## src/rtl/cpu_fetch_ctrl.sv

```systemverilog
// ---------------------------------------------------------------------------
// cpu_fetch_ctrl
//
// Instruction fetch sequencer. It issues one word-aligned read at a time to
// instruction memory, forwards each returned word to the instruction FIFO,
// and handles branch redirects by flushing the FIFO and discarding any read
// that was already in flight.
//
// Ports
//   clk_i            rising-edge clock for all state
//   rst_i            synchronous reset, active low (0 = reset)
//   fetch_en_i       permits new memory requests while high
//   branch_i         one-cycle redirect strobe
//   branch_target_i  redirect byte address, bits [1:0] ignored
//   imem_req_o       instruction-memory read request
//   imem_addr_o      word-aligned read address, stable while imem_req_o
//   imem_ack_i       read complete, imem_data_i valid this cycle
//   imem_data_i      read data (big-endian, [31:16] is the first halfword)
//   fifo_full_i      instruction FIFO cannot accept another word
//   fifo_write_en_o  write strobe to the instruction FIFO
//   fifo_data_o      word to write
//   fifo_flush_o     one-cycle FIFO clear request, the cycle after a branch
//   fetch_pc_o       address of the next word to fetch
//
// Handshake: imem_req_o rises with imem_addr_o valid and both stay constant
// until the cycle imem_ack_i is seen high; only one read is ever in flight
// and imem_ack_i is ignored whenever imem_req_o is low.
// ---------------------------------------------------------------------------
module cpu_fetch_ctrl #(
    parameter logic [31:0] RESET_VECTOR = 32'h00001000
) (
    input  logic        clk_i,
    input  logic        rst_i,
    input  logic        fetch_en_i,
    input  logic        branch_i,
    input  logic [31:0] branch_target_i,
    output logic        imem_req_o,
    output logic [31:0] imem_addr_o,
    input  logic        imem_ack_i,
    input  logic [31:0] imem_data_i,
    input  logic        fifo_full_i,
    output logic        fifo_write_en_o,
    output logic [31:0] fifo_data_o,
    output logic        fifo_flush_o,
    output logic [31:0] fetch_pc_o
);

    localparam logic [2:0] ST_IDLE  = 3'd0;
    localparam logic [2:0] ST_FETCH = 3'd1;
    localparam logic [2:0] ST_WRITE = 3'd2;
    localparam logic [2:0] ST_HOLD  = 3'd3;
    localparam logic [2:0] ST_DRAIN = 3'd4;

    localparam logic [31:0] RESET_PC = {RESET_VECTOR[31:2], 2'b00};

    logic [2:0]  state_q, state_d;
    logic [31:0] pc_q, pc_d;
    logic [31:0] addr_q, addr_d;
    logic [31:0] data_q, data_d;
    logic        flush_q, flush_d;

    logic [31:0] target_w;
    logic        start_fetch_w;

    assign target_w = {branch_target_i[31:2], 2'b00};

    // A branch in IDLE/HOLD only redirects the PC; the fetch from the new
    // target starts on a later cycle so it never overlaps the flush pulse.
    assign start_fetch_w = fetch_en_i && !fifo_full_i && !branch_i;

    always_comb begin
        state_d = state_q;
        pc_d    = pc_q;
        addr_d  = addr_q;
        data_d  = data_q;
        flush_d = branch_i;

        case (state_q)
            ST_IDLE, ST_HOLD: begin
                if (branch_i) begin
                    pc_d = target_w;
                end else if (start_fetch_w) begin
                    state_d = ST_FETCH;
                    addr_d  = pc_q;
                end
            end
            ST_FETCH: begin
                if (imem_ack_i) begin
                    if (branch_i) begin
                        // Returned word belongs to the abandoned path.
                        pc_d    = target_w;
                        state_d = ST_HOLD;
                    end else begin
                        data_d  = imem_data_i;
                        pc_d    = pc_q + 32'd4;
                        state_d = ST_WRITE;
                    end
                end else if (branch_i) begin
                    // Read is still in flight; wait it out in DRAIN.
                    pc_d    = target_w;
                    state_d = ST_DRAIN;
                end
            end
            ST_WRITE: begin
                state_d = ST_HOLD;
                if (branch_i) begin
                    pc_d = target_w;
                end
            end
            ST_DRAIN: begin
                if (branch_i) begin
                    pc_d = target_w;
                end
                if (imem_ack_i) begin
                    state_d = ST_HOLD;
                end
            end
            default: begin
                state_d = ST_IDLE;
            end
        endcase
    end

    always_ff @(posedge clk_i) begin
        if (!rst_i) begin
            state_q <= ST_IDLE;
            pc_q    <= RESET_PC;
            addr_q  <= 32'd0;
            data_q  <= 32'd0;
            flush_q <= 1'b0;
        end else begin
            state_q <= state_d;
            pc_q    <= pc_d;
            addr_q  <= addr_d;
            data_q  <= data_d;
            flush_q <= flush_d;
        end
    end

    assign imem_req_o  = (state_q == ST_FETCH) || (state_q == ST_DRAIN);
    assign imem_addr_o = addr_q;

    // flush_q can never be set while in WRITE, but gating on it keeps the
    // write/flush exclusion local and obvious.
    assign fifo_write_en_o = (state_q == ST_WRITE) && !branch_i && !flush_q;
    assign fifo_data_o     = data_q;
    assign fifo_flush_o    = flush_q;
    assign fetch_pc_o      = pc_q;

endmodule
```

## config.mk

```make
export PLATFORM = sky130hd
export DESIGN_NAME = cpu_fetch_ctrl
export DESIGN_NICKNAME = d
export VERILOG_FILES = /design/src/rtl/cpu_fetch_ctrl.sv
export SDC_FILE = /design/constraint.sdc
export NUM_CORES = 1
export LEC_CHECK = 0
export BUFFER_PORTS_ARGS = -buffer_cell sky130_fd_sc_hd__buf_2
export CAP_MARGIN = 20
export CORE_MARGIN = 1
export CORE_UTILIZATION = 53
export DETAILED_ROUTE_END_ITERATION = 7
export GPL_TIMING_DRIVEN = 0
export PLACE_DENSITY = 0.85
export SLEW_MARGIN = 20
export SYNTH_ARGS = -nofsm -noshare
export SYNTH_HDL_FRONTEND = slang
export SYNTH_SLANG_ARGS = --single-unit
export TNS_END_PERCENT = 10
```

## constraint.sdc

```tcl
create_clock -name clk_i -period 5.1 [get_ports clk_i]
set_input_delay 0.51 -clock clk_i [delete_from_list [all_inputs] [get_ports clk_i]]
set_output_delay 0.51 -clock clk_i [all_outputs]
set_load 0.02 [all_outputs]
```

* After elaboration in Yosys (flattened, before gate mapping)
Cells that the tools add are included.
** Word-level totals
- Bits of input ports :: 70
- Register bits :: 100
- Word-level logic and storage cells :: 41
- Output and inout port bits :: 99
** Cells by class
- Add/sub/neg operators :: 1
- Eq/ne operators :: 8
- Reduce and logical (&&, ||, !) cells :: 15
- Bitwise operators :: 1
- Multiplexer cells :: 11
** Operators by type and width (number)
- $mux W32 :: 3
- $pmux W32 S2 :: 1
- $add A32 B3 Y32 const B :: 1
- $mux W3 :: 5
- $pmux W3 S4 :: 1
- $eq A3 B2 Y1 const B :: 2
- $ne A2 B2 Y1 const B :: 3
- $reduce_and A3 Y1 :: 2
- $logic_and A1 B1 Y1 :: 4
- $reduce_and A4 Y1 :: 1
- $reduce_or A4 Y1 :: 1
- $eq A3 B1 Y1 const B :: 1
- $eq A3 B3 Y1 const B :: 1
- $logic_not A1 Y1 :: 3
- $logic_not A3 Y1 :: 1
- $ne A3 B3 Y1 const B :: 1
- $reduce_bool A2 Y1 :: 1
- $reduce_or A2 Y1 :: 1
- $logic_or A1 B1 Y1 :: 1
- $mux W1 :: 1
- $not A1 Y1 :: 1

* Depth between registers and ports, before layout
Gate-level depths: netlist (run 1).
- Depth after elaboration :: 6
- Mapped depth :: 8
- Gate-level depth less buffers :: 6

* Least setup slack after synthesis (run 1)
OpenSTA, ideal clock, no wires.
- Path type :: input-to-output
- From :: in branch_i
- To :: out fifo_write_en_o
- Path buffers :: 3
- Arrival :: 1.572 ns
- Required time :: 4.590 ns
- Stages :: 4
- Slack :: 3.018 ns
- Cells stage by stage :: buf_2 clkbuf_1 buf_1 nor3_1
** On the way
- Word-level cells in the longest chain between the ends :: 3
** RTL lines
- start, declared :: RTL line 35 : input logic branch_i,
- $logic_not A1 Y1 :: RTL line 145 : assign fifo_write_en_o = (state_q == ST_WRITE) && !branch_i && !flush_q;
- $logic_and A1 B1 Y1 (2 in series) :: RTL line 145
- end, declared :: RTL line 42 : output logic fifo_write_en_o,
No other way between the ends.

* Worst setup path in the final report (run 1)
Same ends and word-level chain as after synthesis.

==> results of run 1 <==
worst reg2reg max path, delay by kind of cell, from the launching register on:
family                 cells  cell delay, ns
flip-flops                 1            0.35
buffers and inverters      1            0.19
multiplexers               1            0.19
AO/OA/AOI/OAI              1            0.10
AND/OR/NAND/NOR            3            1.27
stage by stage:
stage               std cells  utilization, %
CTS                       882           68.79
finish                    882           68.79
detailed placement        866           66.59
floorplan                 596               -
global route              882           68.79
global placement          866           66.59
layout make-up:
cell class / instances / area, µm² / share of cell area [%]
Inverter: 4 / 15.01 / 0.2630
Clock buffer: 9 / 123.9 / 2.170
Tap cell: 105 / 131.4 / 2.301
Buffer: 50 / 217.7 / 3.813
Timing Repair Buffer: 165 / 825.8 / 14.46
Sequential cell: 100 / 2002 / 35.06
Clock inverter: 7 / 58.81 / 1.030
Multi-Input combinational cell: 442 / 2335 / 40.89
sequential cells by signal, summed over array words and instances, names as in the netlist:
register,count
fetch_pc_o,32
imem_addr_o,32
state_q,3
fifo_data_o,32
fifo_flush_o,1
cell families (layout without fill, tap and decap cells):
| logic type | after synthesis | in the layout | synth area share, % |
|---|---|---|---|
| xor gates and xnor gates | 2 | 2 | 0.3834 |
| muxes | 9 | 9 | 1.999 |
| adders and majority gates | 1 | 1 | 0.2738 |
| DFF | 100 | 100 | 43.81 |
| buffers and inverters | 54 | 235 | 5.093 |
| and+or+nand+nor | 269 | 269 | 27.41 |
| AOI/OAI and AO/OA | 161 | 161 | 21.03 |
synthesized netlist by cell type (all sizes together) (5+ instances only):
cell type / count
o22ai: 5
o21a: 9
nand4: 15
clkbuf: 31
a22oi: 6
a31oi: 5
nand3: 11
o21ai: 25
nand2: 155
nor4: 7
buf: 19
and3: 13
a21oi: 82
mux2i: 8
nor3: 16
dfxtp: 100
nor2: 34
worst paths after layout:
check	depth (start not counted)	slack [ns]	end
min	3	0.36	fifo_data_o[7]
max reg2reg	6	2.88	fetch_pc_o[28]
max	6	2.45	fifo_write_en_o
min reg2reg	2	0.46	imem_addr_o[20]
power by group through the flow:
stage	clock [W]	sequential (W)	combinational [W]
3_5_place_dp	0	0.000856	0.000232
3_3_place_gp	0	0.000855	0.000226
5_1_grt	0.000527	0.000844	0.000254
6_report	0.000490	0.000840	0.000235
4_1_cts	0.000485	0.000839	0.000233
2_1_floorplan	0	0.000883	0.000110
layer usage:
| layer | up-vias | GRT usage (%) |
|---|---|---|
| met5 | - | 0 |
| met4 | 0 | 16.16 |
| met3 | 49 | 6.280 |
| met2 | 298 | 54.68 |
| met1 | 2356 | 40.32 |
| li1 | 2438 | - |
==> results.sh, run 1 <==
export IMPL_ctsResizeCount=0
export IMPL_leakagePower_nw=2.483
export IMPL_io_pins=169
export IMPL_grt_usage_pct=32.80
export IMPL_wl_met1_mm=5.843
export IMPL_cp_max_fo=10
export IMPL_clock_tree_root_cell="clkbuf_8"
export IMPL_critPathBufInv=5
export IMPL_critPathLaunchType="input port"
export IMPL_yosys_area_top_type="dfxtp_1"
export IMPL_dr_pass1_iters=5
export IMPL_cts_setup_buffers=0
export IMPL_dp_slack_ns=2.532
export IMPL_p_int_w=0.001079
export IMPL_rsz0062_at_grt="false"
export IMPL_power_frac_comb_pct=15.0
export IMPL_syn_avg_cell_area_um2=7.667
export IMPL_core_area_um2=8299
export IMPL_end_kind="output port"
export IMPL_synth_yosys_seq_area_share_pct=43.81
export IMPL_grt_pass1_vias=4710
export IMPL_gp_congestion=0.9386
export IMPL_fin_tns_setup_ns=0
export IMPL_dr_wl_met3_mm=1.398
export IMPL_swShare_pct=31.02
export IMPL_maxSlewHeadroom_pct=39.36
export IMPL_antenna_left=0
export IMPL_syn_area_um2=4569
export IMPL_rows=33
export IMPL_ys_warnings_count=0
export IMPL_r2r_start="fetch_pc_o[13]"
export IMPL_finalMaxSlewViolations=0
export IMPL_start_util_pct=55.06
export IMPL_grt_antenna_before_repair=0
export IMPL_numCtsBuffers=9
export IMPL_hp_class="in -> reg"
export IMPL_clk_pin_slew_ns=0.11
export IMPL_insertedDiodeCount=0
export IMPL_nNetsFinal=843
export IMPL_clk_path_buf_depth=2
export IMPL_drt_first_iter_violations=352
export IMPL_hp_start="imem_data_i[7]"
export IMPL_setup_viol=0
export IMPL_crit_arrival_ns=2.14
export IMPL_syn_inst=596
export IMPL_critical_path_class="in -> out"
export IMPL_routed_top_layer="met4"
export IMPL_grt_max_degree=19
export IMPL_required_ns=4.59
export IMPL_drive_gt1_share_pct=27.67
export IMPL_p_per_area_nw_per_um2=274.1
export IMPL_wl_mm=14.65
export IMPL_synthFlopType="dfxtp_1"
export IMPL_ys_ff_latch=100
export IMPL_ir_drop_mv=0.1657
export IMPL_die_area_um2=8997
export IMPL_synth_edf_count=0
export IMPL_route_detailed_drc=0
export IMPL_dpl_hpwl_mm=10.74
export IMPL_syn2layout_area_growth_pct=24.95
export IMPL_design_area_um2=5709
export IMPL_synth_nets=667
export IMPL_die_w_um=94.85
export IMPL_route_vias_total=5141
export IMPL_power_w=0.001565
export IMPL_fmax_mhz=377.4
export IMPL_cpPeakStageDelay_ns=0.52
export IMPL_cap_violations=0
export IMPL_layout_commonest_cell="buf_2"
export IMPL_routedWlPerCell_um=16.61
export IMPL_crit_chain="buf_2 > buf_2 > clkbuf_1 > buf_1 > nor3_1 > buf_2"
export IMPL_yosys_cell_types_count=63
export IMPL_crit_top_cell="buf_2"
export IMPL_worst_path_max_delay_cell="buf_1"
export IMPL_dieHeight_um=94.85
export IMPL_final_setup_skew_ns=0.009981
export IMPL_power_share_sequential_pct=53.7
export IMPL_pwr_share_clk_pct=31.3
export IMPL_worst_slack_ns=2.450
export IMPL_hold_viol=0
export IMPL_yosys_area_top_type_share_pct=43.81
export IMPL_cp_top_family="buffers and inverters"
export IMPL_grt_pass1_wl_mm=22.72
export IMPL_cts_hold_buf=0
export IMPL_async_flop_share_pct=0
export IMPL_fin_crit_ns=2.650
export IMPL_final_cell_mix="buf_2, nand2_1, dfxtp_1, a21oi_1, nor2_1"
export IMPL_cts_tree="built"
export IMPL_vias_per_cell=5.829
export IMPL_h_tree_depth=3
export IMPL_worst_slew_pin_slew_ns=0.9014
export IMPL_fin_crit_sh_pct=51.96
export IMPL_cts_sinks=100
export IMPL_io_buffers=165
export IMPL_synth_area_leaders="dfxtp_1, nand2_1, a21oi_1"
export IMPL_dr_wl_met2_mm=6.934
export IMPL_dpl_cell_area_um2=5527
export IMPL_status="finished clean"
export IMPL_grt_ovfl_total=0
export IMPL_clk_insertion_delay_late_ns=0.37
export IMPL_whs_ns=0.3637
export IMPL_fill_cells=716
export IMPL_startpoint="branch_i"
export IMPL_power_net_switching_w=0.0004854
Power figures use the tool's default switching activity.
==> run 2, diff against run 1 <==
--- a/config.mk
+++ b/config.mk
@@ -8,10 +8,10 @@
 export BUFFER_PORTS_ARGS = -buffer_cell sky130_fd_sc_hd__buf_2
 export CAP_MARGIN = 20
 export CORE_MARGIN = 1
-export CORE_UTILIZATION = 53
+export CORE_UTILIZATION = 49
 export DETAILED_ROUTE_END_ITERATION = 7
 export GPL_TIMING_DRIVEN = 0
-export PLACE_DENSITY = 0.85
+export PLACE_DENSITY = 0.79
 export SLEW_MARGIN = 20
 export SYNTH_ARGS = -nofsm -noshare
 export SYNTH_HDL_FRONTEND = slang
==> constraint.sdc (replaced) <==
create_clock -name clk_i -period 2.6 [get_ports clk_i]
set_input_delay 0.26 -clock clk_i [delete_from_list [all_inputs] [get_ports clk_i]]
set_output_delay 0.26 -clock clk_i [all_outputs]
set_load 0.02 [all_outputs]
==> run 2 against run 1 <==
  * Clock power grew 100%
  * First-iteration DRC count grew 5.1%
  * Clock-buffer cell count grew 3
  * Setup slack lost 2.1 ns
  * Sequential share of layout area shrank 0.11 points
  * Cell count grew 0.34%
  * Sequential power grew 96%
  * Hold slack lost 0.25 ns
  * Non-clock buffer count is the same
  * Via count shrank 0.66%
  * Register-to-register slack lost 2.5 ns
  * Critical path depth is the same
  * Largest cell class unchanged
  * Largest power group unchanged
==> results.sh, run 2 (synthesis results as in run 1) <==
export IMPL_status="finished clean"
export IMPL_p_per_area_nw_per_um2=543.2
export IMPL_grt_pass1_vias=4917
export IMPL_fin_crit_sh_pct=86.85
export IMPL_crit_top_cell="buf_2"
export IMPL_core_area_um2=8891
export IMPL_hp_class="in -> reg"
export IMPL_layout_commonest_cell="buf_2"
export IMPL_fin_crit_ns=2.258
export IMPL_finalMaxSlewViolations=0
export IMPL_worst_path_max_delay_cell="buf_1"
export IMPL_syn2layout_area_growth_pct=25.36
export IMPL_clk_pin_slew_ns=0.10
export IMPL_power_w=0.003111
export IMPL_clk_insertion_delay_late_ns=0.37
export IMPL_insertedDiodeCount=0
export IMPL_h_tree_depth=3
export IMPL_die_area_um2=9715
export IMPL_rsz0062_at_grt="false"
export IMPL_grt_usage_pct=30.14
export IMPL_worst_slew_pin_slew_ns=0.9029
export IMPL_numCtsBuffers=9
export IMPL_cts_tree="built"
export IMPL_dpl_cell_area_um2=5530
export IMPL_hold_viol=0
export IMPL_final_cell_mix="buf_2, nand2_1, dfxtp_1, a21oi_1, nor2_1"
export IMPL_fill_cells=812
export IMPL_drt_first_iter_violations=370
export IMPL_design_area_um2=5728
export IMPL_cts_setup_buffers=0
export IMPL_required_ns=2.34
export IMPL_grt_antenna_before_repair=0
export IMPL_critical_path_class="in -> out"
export IMPL_route_detailed_drc=0
export IMPL_dpl_hpwl_mm=10.81
export IMPL_start_util_pct=51.39
export IMPL_io_buffers=165
export IMPL_routedWlPerCell_um=16.61
export IMPL_nNetsFinal=843
export IMPL_route_vias_total=5107
export IMPL_final_setup_skew_ns=0.01281
export IMPL_grt_ovfl_total=0
export IMPL_clk_path_buf_depth=2
export IMPL_worst_slack_ns=0.3419
export IMPL_dieHeight_um=98.57
export IMPL_cpPeakStageDelay_ns=0.55
export IMPL_end_kind="output port"
export IMPL_clock_tree_root_cell="clkbuf_8"
export IMPL_antenna_left=0
export IMPL_rows=34
export IMPL_cp_max_fo=10
export IMPL_grt_pass1_wl_mm=23.35
export IMPL_die_w_um=98.57
export IMPL_final_util_pct=64.42
export IMPL_setup_viol=0
export IMPL_fmax_mhz=442.8
export IMPL_leakagePower_nw=2.486
export IMPL_dr_pass1_iters=5
export IMPL_crit_arrival_ns=2.00
export IMPL_gp_congestion=0.9536
export IMPL_wl_mm=14.70
export IMPL_ctsResizeCount=0
export IMPL_grt_max_degree=17
export IMPL_cts_hold_buf=0
export IMPL_ir_drop_mv=0.3985
export IMPL_dp_slack_ns=0.4343
export IMPL_maxSlewHeadroom_pct=39.25
export IMPL_cap_violations=0
export IMPL_r2r_cells=6
export IMPL_fin_tns_setup_ns=0
export IMPL_io_pins=169
export IMPL_whs_path_depth=3
export IMPL_critPathLaunchType="input port"
export IMPL_crit_chain="buf_2 > buf_2 > clkbuf_1 > buf_1 > nor3_1 > buf_2"
export IMPL_vias_per_cell=5.771
export IMPL_cts_sinks=100
export IMPL_drive_gt1_share_pct=27.67
[run 2: per-stage QoR]
step	cells	hold slack, ns
2_1_floorplan	596	0.3960
3_3_place_gp	869	0.4383
3_5_place_dp	869	0.4448
4_1_cts	885	0.1160
5_1_grt	885	0.1205
6_report	885	0.1160
[run 2: critical path, delay by kind of cell]
kind,cells,cell delay (ns)
AND/OR/NAND/NOR,1,0.15
buffers and inverters,5,1.57
[run 2: path summary, 6_finish.rpt]
kind              startpoint               to  slack, ns
min          imem_data_i[30]  fifo_data_o[30]       0.12
max reg2reg    fetch_pc_o[2]   fetch_pc_o[24]       0.38
max                 branch_i  fifo_write_en_o       0.34
min reg2reg  fifo_data_o[15]  fifo_data_o[15]       0.45
[run 2: power by group]
| group | switching, W | total (W) | internal, W | leakage (nW) |
|---|---|---|---|---|
| logic | 0.000294 | 0.000461 | 0.000168 | 1.58 |
| clock network | 0.000570 | 0.00100 | 0.000431 | 0.0948 |
| registers | 0.0000631 | 0.00165 | 0.00159 | 0.814 |
[run 2: per-layer routing]
metal	track usage (%)	share of wire (%)
met1	38.01	41
met4	10.68	2.5
met2	50.98	47
met5	0	0
met3	6.525	9.4
[run 2: final cells by class]
type	instances	area, µm²	share of cell area (%)
tap	108	135.1	2.359
buffer	50	217.7	3.801
inverter	4	15.01	0.2621
clock inverter	4	32.53	0.5679
sequential	100	2002	34.95
timing repair buffer	165	825.8	14.42
clock buffer	12	165.2	2.883
multi-input combinational	442	2335	40.76
==> run 3, diff against run 2 <==
--- a/config.mk
+++ b/config.mk
@@ -7,7 +7,7 @@
 export LEC_CHECK = 0
 export BUFFER_PORTS_ARGS = -buffer_cell sky130_fd_sc_hd__buf_2
 export CAP_MARGIN = 20
-export CORE_MARGIN = 1
+export CORE_MARGIN = 2
 export CORE_UTILIZATION = 49
 export DETAILED_ROUTE_END_ITERATION = 7
 export GPL_TIMING_DRIVEN = 0
==> run 3 against run 2 <==
  * Die area increased by 4.1%
  * Largest cell class unchanged
  * Combinational power about the same
  * Design area decreased by 0.20%
  * Highest routed layer unchanged
  * Register-to-register slack improved by 0.02 ns
  * Critical endpoint is now fetch_pc_o[28]
  * Critical path depth unchanged
  * Sequential share of layout area increased by 0.069 points
  * Clock power about the same
  * Sequential cell count unchanged
==> results.sh, run 3 (synthesis results as in run 1) <==
export IMPL_status="finished clean"
export IMPL_dieHeight_um=100.6
export IMPL_ctsResizeCount=0
export IMPL_worst_slew_pin_slew_ns=0.9073
export IMPL_fin_crit_ns=2.205
export IMPL_nNetsFinal=843
export IMPL_worst_path_max_delay_cell="nor4b_4"
export IMPL_syn2layout_area_growth_pct=25.11
export IMPL_wl_mm=14.96
export IMPL_critPathBufInv=0
export IMPL_fin_tns_setup_ns=0
export IMPL_grt_max_degree=19
export IMPL_clk_insertion_delay_late_ns=0.38
export IMPL_final_util_pct=62.46
export IMPL_fmax_mhz=453.5
export IMPL_clk_path_buf_depth=2
export IMPL_dr_pass1_iters=6
export IMPL_p_per_area_nw_per_um2=538.3
export IMPL_finalMaxSlewViolations=0
export IMPL_rsz0062_at_grt="false"
export IMPL_io_pins=169
export IMPL_hp_class="in -> reg"
export IMPL_maxSlewHeadroom_pct=38.96
export IMPL_layout_commonest_cell="buf_2"
export IMPL_io_buffers=165
export IMPL_die_area_um2=10110
export IMPL_insertedDiodeCount=0
export IMPL_grt_ovfl_total=0
export IMPL_end_kind="flop"
export IMPL_cp_max_fo=9
export IMPL_critical_path_class="reg -> reg"
export IMPL_final_setup_skew_ns=0.009903
export IMPL_multi_input_area_um2=2335
export IMPL_regArea_um2=2002
export IMPL_required_ns=2.85
export IMPL_cts_sinks=100
export IMPL_h_tree_depth=3
export IMPL_leakagePower_nw=2.484
export IMPL_core_area_um2=9153
export IMPL_cpPeakStageDelay_ns=0.61
export IMPL_cts_tree="built"
export IMPL_ir_drop_mv=0.3152
export IMPL_whs_ns=0.1076
export IMPL_grt_pass1_vias=4854
export IMPL_cts_setup_buffers=0
export IMPL_route_vias_total=5125
export IMPL_drt_first_iter_violations=453
export IMPL_cp_top_family="simple AND/OR/NAND/NOR gates"
export IMPL_drive_gt1_share_pct=27.67
export IMPL_power_w=0.003077
export IMPL_clock_tree_root_cell="clkbuf_8"
export IMPL_rows=35
export IMPL_dpl_hpwl_mm=11.05
export IMPL_routedWlPerCell_um=16.84
export IMPL_critPathLaunchType="flop"
export IMPL_crit_arrival_ns=2.46
export IMPL_fill_cells=838
export IMPL_numCtsBuffers=9
export IMPL_crit_chain="ha_1 > nand3_1 > nor4b_4 > nand4_1 > mux2i_1 > o22ai_1"
export IMPL_fin_crit_sh_pct=84.80
export IMPL_clk_pin_slew_ns=0.10
export IMPL_die_w_um=100.6
export IMPL_final_cell_mix="buf_2, nand2_1, dfxtp_1, a21oi_1, nor2_1"
export IMPL_cts_hold_buf=0
export IMPL_cap_violations=0
export IMPL_grt_pass1_wl_mm=23.63
export IMPL_setup_viol=0
export IMPL_placedCellCount=872
export IMPL_gp_congestion=0.9640
export IMPL_hold_viol=0
export IMPL_grt_antenna_before_repair=0
export IMPL_antenna_left=0
export IMPL_start_util_pct=49.92
export IMPL_route_detailed_drc=0
export IMPL_grt_usage_pct=29.67
export IMPL_vias_per_cell=5.771
export IMPL_stdcell_count=888
[run 3: cell types whose count changed in the layout (fill, tap and decap cells not counted), sizes merged]
cell      change
clkbuf        -3
clkinvlp      -1
inv           +4
[run 3: final timing paths]
kind,startpoint,endpoint,slack [ns],cells past startpoint
max,fetch_pc_o[2],fetch_pc_o[28],0.40,6
min,imem_data_i[5],fifo_data_o[5],0.11,3
max reg2reg,fetch_pc_o[2],fetch_pc_o[28],0.40,6
min reg2reg,fifo_data_o[28],fifo_data_o[28],0.46,2
[run 3: cell type report]
cell class	count	share of cell area, %
buffer	50	3.808
clock buffer	9	2.167
clock inverter	7	1.029
inverter	4	0.2626
multi-input combinational	442	40.84
sequential	100	35.02
tap	111	2.429
timing repair buffer	165	14.45
[run 3: worst min-delay path: stages]
cell	delay [ns]
buf_2	0.10
nand2_1	0.04
a21oi_1	0.05
[run 3: layer usage]
layer	vias to the layer above	track usage [%]	wire length, µm
li1	2435	-	-
met1	2333	37.73	6120
met2	311	48.63	6932
met3	46	7.004	1474
met4	0	11.91	428
met5	-	0	0
[run 3: metrics by stage]
step                cell area [µm²]  setup WS [ns]
finish                         5717         0.3951
global route                   5717         0.2528
CTS                            5717         0.4432
detailed placement             5534         0.4421
global placement               5534         0.4758
floorplan                      4569         0.6435
[run 3: power breakdown]
group	internal, W	switching [W]
registers	0.00159	0.0000632
logic	0.000167	0.000296
clock network	0.000365	0.000599
total	0.00212	0.000959
